===== config.mk =====
export PLATFORM = sky130hd
export DESIGN_NAME = multicycle_sequencer
export DESIGN_NICKNAME = d
export VERILOG_FILES = /design/src/rtl/multicycle_sequencer.sv
export SDC_FILE = /design/constraint.sdc
export NUM_CORES = 1
export LEC_CHECK = 0
export ABC_AREA = 1
export CAP_MARGIN = 5
export CORE_UTILIZATION = 25
export DETAILED_ROUTE_END_ITERATION = 6
export PLACE_DENSITY = 0.66
export SLEW_MARGIN = 10
export SYNTH_ARGS = -nofsm -noshare
export SYNTH_HDL_FRONTEND = slang
export SYNTH_SLANG_ARGS = --single-unit

===== constraint.sdc =====
create_clock -name clk -period 3.6 [get_ports clk]
set_clock_uncertainty 0.05 [all_clocks]
set_input_delay 0.54 -clock clk [delete_from_list [all_inputs] [get_ports clk]]
set_output_delay 0.54 -clock clk [all_outputs]
set_load 0.005 [all_outputs]

===== src/rtl/multicycle_sequencer.sv =====
// multicycle_sequencer
//   Multi-cycle control FSM for the single-issue RISC datapath. Each
//   instruction walks FETCH/DECODE/EXEC/MEM/WB, one state per clock.
//   Interrupt entry (INTR) is inserted between instructions, and a HALT
//   state can be woken by an interrupt.
//
// Ports
//   clk        in   system clock, rising edge
//   rst        in   asynchronous reset, active low
//   opcode     in   [5:0] opcode field of the instruction register
//   mem_ready  in   data memory finishes the current access this cycle
//   INT        in   level-sensitive interrupt request
//   ir_en      out  load the instruction register
//   upd_pc     out  PC write enable
//   pc_sel     out  [1:0] PC source: 00 NPC, 01 branch, 10 vector, 11 EPC
//   rd_mem     out  data memory read strobe
//   wr_mem     out  data memory write strobe
//   wr_reg     out  register bank write enable
//   int_ack    out  one-cycle pulse; datapath latches PC into EPC
//   in_isr     out  interrupt service in progress
//   halted     out  core halted
//   state      out  [2:0] current FSM state (debug)
//   instret    out  [31:0] retired-instruction count
//
// Build option
//   SEQ_PERF_CNT_EN : when defined, instret is a live 32-bit counter;
//                     otherwise no counter is built and instret reads 0.
module multicycle_sequencer #(
  parameter logic [5:0] OP_ALU  = 6'h00,
  parameter logic [5:0] OP_ALUI = 6'h01,
  parameter logic [5:0] OP_LD   = 6'h02,
  parameter logic [5:0] OP_ST   = 6'h03,
  parameter logic [5:0] OP_BR   = 6'h04,
  parameter logic [5:0] OP_RETI = 6'h05,
  parameter logic [5:0] OP_HALT = 6'h3F
) (
  input  logic        clk,
  input  logic        rst,
  input  logic [5:0]  opcode,
  input  logic        mem_ready,
  input  logic        INT,
  output logic        ir_en,
  output logic        upd_pc,
  output logic [1:0]  pc_sel,
  output logic        rd_mem,
  output logic        wr_mem,
  output logic        wr_reg,
  output logic        int_ack,
  output logic        in_isr,
  output logic        halted,
  output logic [2:0]  state,
  output logic [31:0] instret
);

  localparam logic [2:0] S_FETCH  = 3'd0;
  localparam logic [2:0] S_DECODE = 3'd1;
  localparam logic [2:0] S_EXEC   = 3'd2;
  localparam logic [2:0] S_MEM    = 3'd3;
  localparam logic [2:0] S_WB     = 3'd4;
  localparam logic [2:0] S_INTR   = 3'd5;
  localparam logic [2:0] S_HALT   = 3'd6;

  localparam logic [1:0] PC_NPC = 2'b00;
  localparam logic [1:0] PC_BR  = 2'b01;
  localparam logic [1:0] PC_VEC = 2'b10;
  localparam logic [1:0] PC_EPC = 2'b11;

  logic [2:0] state_q, state_d;
  logic       in_isr_q, in_isr_d;
  logic       retire;      // an instruction completes at this edge
  logic       halt_enter;  // HALT opcode decoded; counted like a retire
  logic       take_int;

  // No nesting: a request is only honoured outside the ISR.
  assign take_int = INT & ~in_isr_q;

  // ---------------------------------------------------------------------
  // Next state
  // ---------------------------------------------------------------------
  always_comb begin
    state_d    = S_FETCH;
    in_isr_d   = in_isr_q;
    retire     = 1'b0;
    halt_enter = 1'b0;
    case (state_q)
      S_FETCH:  state_d = S_DECODE;
      S_DECODE: begin
        if (opcode == OP_ALU || opcode == OP_ALUI || opcode == OP_LD ||
            opcode == OP_ST  || opcode == OP_BR   || opcode == OP_RETI) begin
          state_d = S_EXEC;
        end else if (opcode == OP_HALT) begin
          state_d    = S_HALT;
          halt_enter = 1'b1;
        end else begin
          retire = 1'b1;  // unknown opcode executes as a NOP
        end
      end
      S_EXEC: begin
        if (opcode == OP_ALU || opcode == OP_ALUI) begin
          state_d = S_WB;
        end else if (opcode == OP_LD || opcode == OP_ST) begin
          state_d = S_MEM;
        end else if (opcode == OP_BR) begin
          retire = 1'b1;
        end else if (opcode == OP_RETI) begin
          retire   = 1'b1;
          in_isr_d = 1'b0;
        end
      end
      S_MEM: begin
        if (opcode == OP_LD) begin
          state_d = mem_ready ? S_WB : S_MEM;
        end else if (opcode == OP_ST) begin
          if (mem_ready) retire = 1'b1;
          else           state_d = S_MEM;
        end
      end
      S_WB:   retire = 1'b1;
      S_INTR: in_isr_d = 1'b1;
      S_HALT: state_d = take_int ? S_INTR : S_HALT;
      default: state_d = S_FETCH;  // code 7 recovers to FETCH
    endcase
    // take_int uses the registered in_isr, so a RETI retire still sees the
    // ISR as active and the pending request waits one more instruction.
    if (retire) state_d = take_int ? S_INTR : S_FETCH;
  end

  always_ff @(posedge clk or negedge rst) begin
    if (!rst) begin
      state_q  <= S_FETCH;
      in_isr_q <= 1'b0;
    end else begin
      state_q  <= state_d;
      in_isr_q <= in_isr_d;
    end
  end

  // ---------------------------------------------------------------------
  // Strobe decode. Gated with rst so a reset assertion removes every
  // strobe immediately, without waiting for the state flops.
  // ---------------------------------------------------------------------
  always_comb begin
    ir_en   = 1'b0;
    upd_pc  = 1'b0;
    pc_sel  = PC_NPC;
    rd_mem  = 1'b0;
    wr_mem  = 1'b0;
    wr_reg  = 1'b0;
    int_ack = 1'b0;
    halted  = 1'b0;
    if (rst) begin
      case (state_q)
        S_FETCH: ir_en = 1'b1;
        S_DECODE: begin
          if (!(opcode == OP_ALU || opcode == OP_ALUI || opcode == OP_LD ||
                opcode == OP_ST  || opcode == OP_BR   || opcode == OP_RETI ||
                opcode == OP_HALT)) begin
            upd_pc = 1'b1;
            pc_sel = PC_NPC;
          end
        end
        S_EXEC: begin
          if (opcode == OP_BR) begin
            upd_pc = 1'b1;
            pc_sel = PC_BR;
          end else if (opcode == OP_RETI) begin
            upd_pc = 1'b1;
            pc_sel = PC_EPC;
          end
        end
        S_MEM: begin
          if (opcode == OP_LD) rd_mem = 1'b1;
          if (opcode == OP_ST) begin
            wr_mem = 1'b1;
            if (mem_ready) begin
              upd_pc = 1'b1;
              pc_sel = PC_NPC;
            end
          end
        end
        S_WB: begin
          wr_reg = 1'b1;
          upd_pc = 1'b1;
          pc_sel = PC_NPC;
        end
        S_INTR: begin
          int_ack = 1'b1;
          upd_pc  = 1'b1;
          pc_sel  = PC_VEC;
        end
        S_HALT:  halted = 1'b1;
        default: ;
      endcase
    end
  end

  assign in_isr = in_isr_q;
  assign state  = state_q;

`ifdef SEQ_PERF_CNT_EN
  logic [31:0] instret_q;

  // Wraps naturally at 2^32.
  always_ff @(posedge clk or negedge rst) begin
    if (!rst)                      instret_q <= 32'h0;
    else if (retire || halt_enter) instret_q <= instret_q + 32'd1;
  end

  assign instret = instret_q;
`else
  assign instret = 32'h0;
`endif

endmodule


-- Word-level counts from Yosys, hierarchy flattened
Index checks and enable logic that the tools add are counted.
- flip-flop bits (word level): 4
- input port bits: 10
- output and inout bits: 45
- equal/unequal tests: 16
- muxes and demuxes: 48
- bitwise gates (word level): 2
- reduce and logical (&&, ||, !) cells: 12
- operator list (cell ; number):
    two-way mux 1 bit ; 29
    two-way mux 3 bit ; 7
    one-hot mux 3 bit (5 select lines) ; 1
    two-way mux 2 bit ; 7
    equality test 6 x 2 -> 1 bit (second input constant) ; 2
    equality test 6 x 3 -> 1 bit (second input constant) ; 2
    equality test 3 bit (second input constant) ; 3
    inequality test 2 bit (second input constant) ; 4
    one-hot mux 1 bit (4 select lines) ; 2
    logical OR 1 bit ; 7
    equality test 3 x 2 -> 1 bit (second input constant) ; 2
    equality test 6 x 1 -> 1 bit (second input constant) ; 1
    equality test 6 bit (second input constant) ; 1
    logical NOT 6 bit ; 1
    AND reduction 5 bit ; 1
    one-hot mux 2 bit (2 select lines) ; 1
    equality test 3 x 1 -> 1 bit (second input constant) ; 1
    logical NOT 3 bit ; 1
    one-hot mux 1 bit (2 select lines) ; 1
    nonzero test 2 bit ; 1
    OR reduction 2 bit ; 1
    bitwise AND 1 bit ; 1
    inverter 1 bit ; 1

-- Logic depth before layout (Yosys ltp)
- word-level depth: 10
- gate-level depth with buffers: 9
- depth with buffers taken out: 9

-- Least setup slack after synthesis
OpenSTA, ideal clock, no wires.
- path kind: input-to-output
- start: in opcode[5]
- end: out wr_mem
- data arrival time: 1169 ps
- data required time: 3010 ps
- slack: 1841 ps
- stages on the path: 4
- buffers on the path: 0
- path through: nor2_4 nand2_4 nor3b_4 and3_1
- cells in the longest elaborated chain, start to end: 4
- ends and longest elaborated chain (element ; line ; source):
    start: declaration ; 39 ; input logic [5:0] opcode,
    equality test 6 x 2 -> 1 bit ; 173 ; if (opcode == OP_ST) begin
    two-way mux 1 bit ; 173 ;
    two-way mux 1 bit ; 152 ; case (state_q)
    two-way mux 1 bit ; 151 ; if (rst) begin
    end: declaration ; 46 ; output logic wr_mem,
No other way between the ends.

-- Worst setup path after layout
- start: in opcode[2]
- end: out upd_pc
- cells in the longest elaborated chain, start to end: 10
- ends and longest elaborated chain (element ; line ; source):
    equality test 6 x 1 -> 1 bit or logical NOT 6 bit (tied branches) ; 155 ; if (!(opcode == OP_ALU || opcode == OP_ALUI || opcode == OP_LD ||
    logical OR 1 bit (3 in series) ; 155 ;
    logical OR 1 bit (3 in series) ; 156 ; opcode == OP_ST || opcode == OP_BR || opcode == OP_RETI ||
    two-way mux 1 bit ; 155 ;
    one-hot mux 1 bit (4 select lines) * ; 152 ;
    two-way mux 1 bit * ; 151 ;
    end: declaration ; 43 ; output logic upd_pc,
Every way passes the cells marked *; elsewhere a longest branch is shown, timed or not.

==> summary.txt <==
Outcome
  – Status: finished, final reports clean

Worst setup path
  – CP endpoint kind: output pin
  – CP max FO: 5
  – Reg2reg start: state[2]$_DFF_PN0_
  – Critical path type: in2out
  – Crit. Startpoint: opcode[2]
  – Reg2Reg Capture Point: state[2]$_DFF_PN0_
  – Worst Path Arrival: 2.26 ns
  – R2R Setup Slk: 2.23 ns
  – Startpoint class of the critical path: input pin
  – Worst reg2reg path depth: 5
  – Data required time of the critical path: 3.01 ns
  – Worst setup path endpoint: upd_pc

Drt
  – Top routing layer used: met3
  – DRT Wirelength: 1520 microns
  – WL met2: 713 microns
  – First-pass DRT Iterations: 4
  – Wl on met1: approximately 670 microns
  – Routed via count: 686
  – Wire length on met3: ~130 microns
  – Vias/cell: 4.01
  – Drc violations: 0
  – DRT iter0 DRCs: 15
  – DRT antenna net count: 0
  – Routed WL per cell: 8.86 microns

Cells and area
  – Final #Nets: around 150
  – FF/Latch Area: 100 sq um
  – Diodes inserted: 0
  – Synthesis-to-layout area growth: 21.4%
  – Area taken by multi-input logic gates: 464 sq um
  – Design Area, Final: 895 sq um
  – Fillers: 306
  – Layout cells sized above 1: 10.0%

Timing
  – Crit path time final: 2.85 ns
  – Fin crit share: between 70% and 80%
  – Final setup viols: 0
  – Hold Fails Final Rpt: 0
  – Min Hold Slack: about 0.45 ns
  – TNS Setup: 0 ns
  – RSZ-0062 raised after global routing: false
  – Max Clock Freq: approximately 0.35 GHz
  – Final Slew Violations: 0

Die
  – Die H: 56.3 microns
  – Die X: ~56 microns
  – Die area: 3170 sq um
  – Core Rows: 19
  – Initial core utilization: 26.5%
  – Placeable Area: approximately 2800 sq um
  – Ports: 55

Clocking
  – TritonCTS clock tree: yes
  – Clock Latency Late Sink: 0.24 ns
  – CTS Hold Bufs: 0
  – Post-CTS setup buffers: 0
  – Max Buffers Root-to-Sink: 2
  – Clock Sinks: 4
  – CTS HTree Levels: 1
  – Post-CTS sizing: 0
  – CTS Buf Count: 3
  – Clk pin slew, worst setup/hold paths: around 0.040 ns
  – CTS Root Cell: clkbuf_4

Global routing
  – GRT Total Usage: 8.94%
  – Grt total ovfl: 0
  – First-pass GRT wire length: 2240 microns
  – Initial antenna violation count: 0
  – Largest net degree at the start of global routing: 9
  – Vias in the first global route: around 500

Place
  – Dpl hpwl: 1260 microns
  – PortBufs: 22
  – DP Area: about 870 sq um
  – GP Congestion: 0.852

Logic synthesis
  – Synthesized instance count: 116
  – Post-Synthesis Cell Area: between 700 and 800 sq um
  – Post-synth top area share: 32.6%
  – Register area share after synthesis: between 10% and 20%
  – Yosys top cell by area: buf_4
  – Area contributors post-synth: buf_4 (33%), dfrtp_1 (14%), nand2_1 (11%)
  – Synth cell types: 23
  – Synth warnings: 0
  – Seq cells post-synth: 4
  – Mapped Avg Cell Area: roughly 6.4 sq um

Power and ir drop
  – PD cells: 266 nW/um^2
  – Leakage: 0.476 nW
  – Max VDD drop: 0.176 mV

Flow run
  – Maxcap violations: 0

Hold path
  – Worst hold path class: reg2reg
[through the flow]
step                total power [W]  std cells  setup WS, ns  util [%]
finish                     0.000238        171         0.754      32.2
global route               0.000263        171         0.617      32.2
floorplan                  0.000150        147          1.84         -
global placement           0.000181        168         0.739      31.4
CTS                        0.000242        171         0.755      32.2
detailed placement         0.000182        168         0.758      31.4
[cell usage after synthesis]
| cell | n |
|---|---|
| a21oi_1 | 1 |
| and3_1 | 1 |
| buf_4 | 32 |
| conb_1 | 1 |
| dfrtp_1 | 4 |
| inv_1 | 11 |
| inv_2 | 2 |
| nand2_1 | 21 |
| nand2_2 | 1 |
| nand2_4 | 1 |
| nand3_1 | 6 |
| nand3_2 | 1 |
| nand4_1 | 5 |
| nand4_2 | 1 |
| nor2_1 | 17 |
| nor2_2 | 2 |
| nor2_4 | 2 |
| nor3_1 | 2 |
| nor3b_4 | 1 |
| o2111ai_1 | 1 |
| o21ai_0 | 1 |
| o21ai_1 | 1 |
| o22ai_1 | 1 |
[how the worst min path moves through the flow]
stage | slack, ns | endpoint | start | cells after the start
5_1_grt | 0.50 | in_isr$_DFFE_PN0P_ | rst | 1
4_1_cts | 0.46 | in_isr$_DFFE_PN0P_ | in_isr$_DFFE_PN0P_ | 2
2_1_floorplan | 0.19 | in_isr$_DFFE_PN0P_ | rst | 0
3_3_place_gp | 0.45 | in_isr$_DFFE_PN0P_ | in_isr$_DFFE_PN0P_ | 2
6_report | 0.45 | in_isr$_DFFE_PN0P_ | in_isr$_DFFE_PN0P_ | 2
3_5_place_dp | 0.45 | in_isr$_DFFE_PN0P_ | in_isr$_DFFE_PN0P_ | 2
[kinds of logic after synthesis]
| kind of cell | Yosys count | share of synthesized area, % |
|---|---|---|
| and+or+nand+nor | 61 | 42.6 |
| buffers and inverters | 45 | 39.2 |
| DFF | 4 | 13.6 |
| other | 1 | 0.509 |
| AOI/OAI and AO/OA | 5 | 4.07 |
[routing by layer]
layer	global-route usage [%]	up-vias
li1	-	355
met1	10.9	294
met2	15.1	37
met3	3.69	0
met4	1.05	0
met5	0	-
[worst max-delay path, stage by stage]
cell	delay (ns)
clkdlybuf4s50_1	0.55
inv_1	0.07
nor2_1	0.16
nand4_2	0.19
nand2_1	0.11
nor2_1	0.04
nor2_1	0.08
clkdlybuf4s50_1	0.50
[sequential cells by signal, indices dropped and copies added, names as in the netlist]
signal and flops:
in_isr 1, state 3
[cell type report]
class,count,share of cell area (%)
inverter,13,5.45
tap,31,4.34
clock buffer,3,2.52
sequential,4,11.2
multi-input combinational,98,51.9
timing repair buffer,22,24.6
[report_power, final]
group	internal [W]	switching (W)	total [W]
registers	0.0000529	0.0000119	0.0000649
logic	0.0000545	0.0000619	0.000116
clock network	0.0000374	0.0000196	0.0000569
total	0.000145	0.0000934	0.000238
[cells in the final DEF, fill, tap and decap left out]
cell	Yosys	final
o2111ai_1	1	1
a21oi_1	1	1
nor3_1	2	2
nand4_1	5	5
inv_1	11	11
nor3b_4	1	1
o21ai_0	1	1
o22ai_1	1	1
nor2_1	17	17
nor2_2	2	2
nand3_2	1	1
inv_2	2	2
nand3_1	6	6
nor2_4	2	2
nand2_4	1	1
nand2_1	21	21
nand2_2	1	1
clkdlybuf4s50_1	0	22
conb_1	1	32
clkbuf_4	0	3
dfrtp_1	4	4
nand4_2	1	1
o21ai_1	1	1
and3_1	1	1
Note: power is estimated with default switching activity, not from simulation.
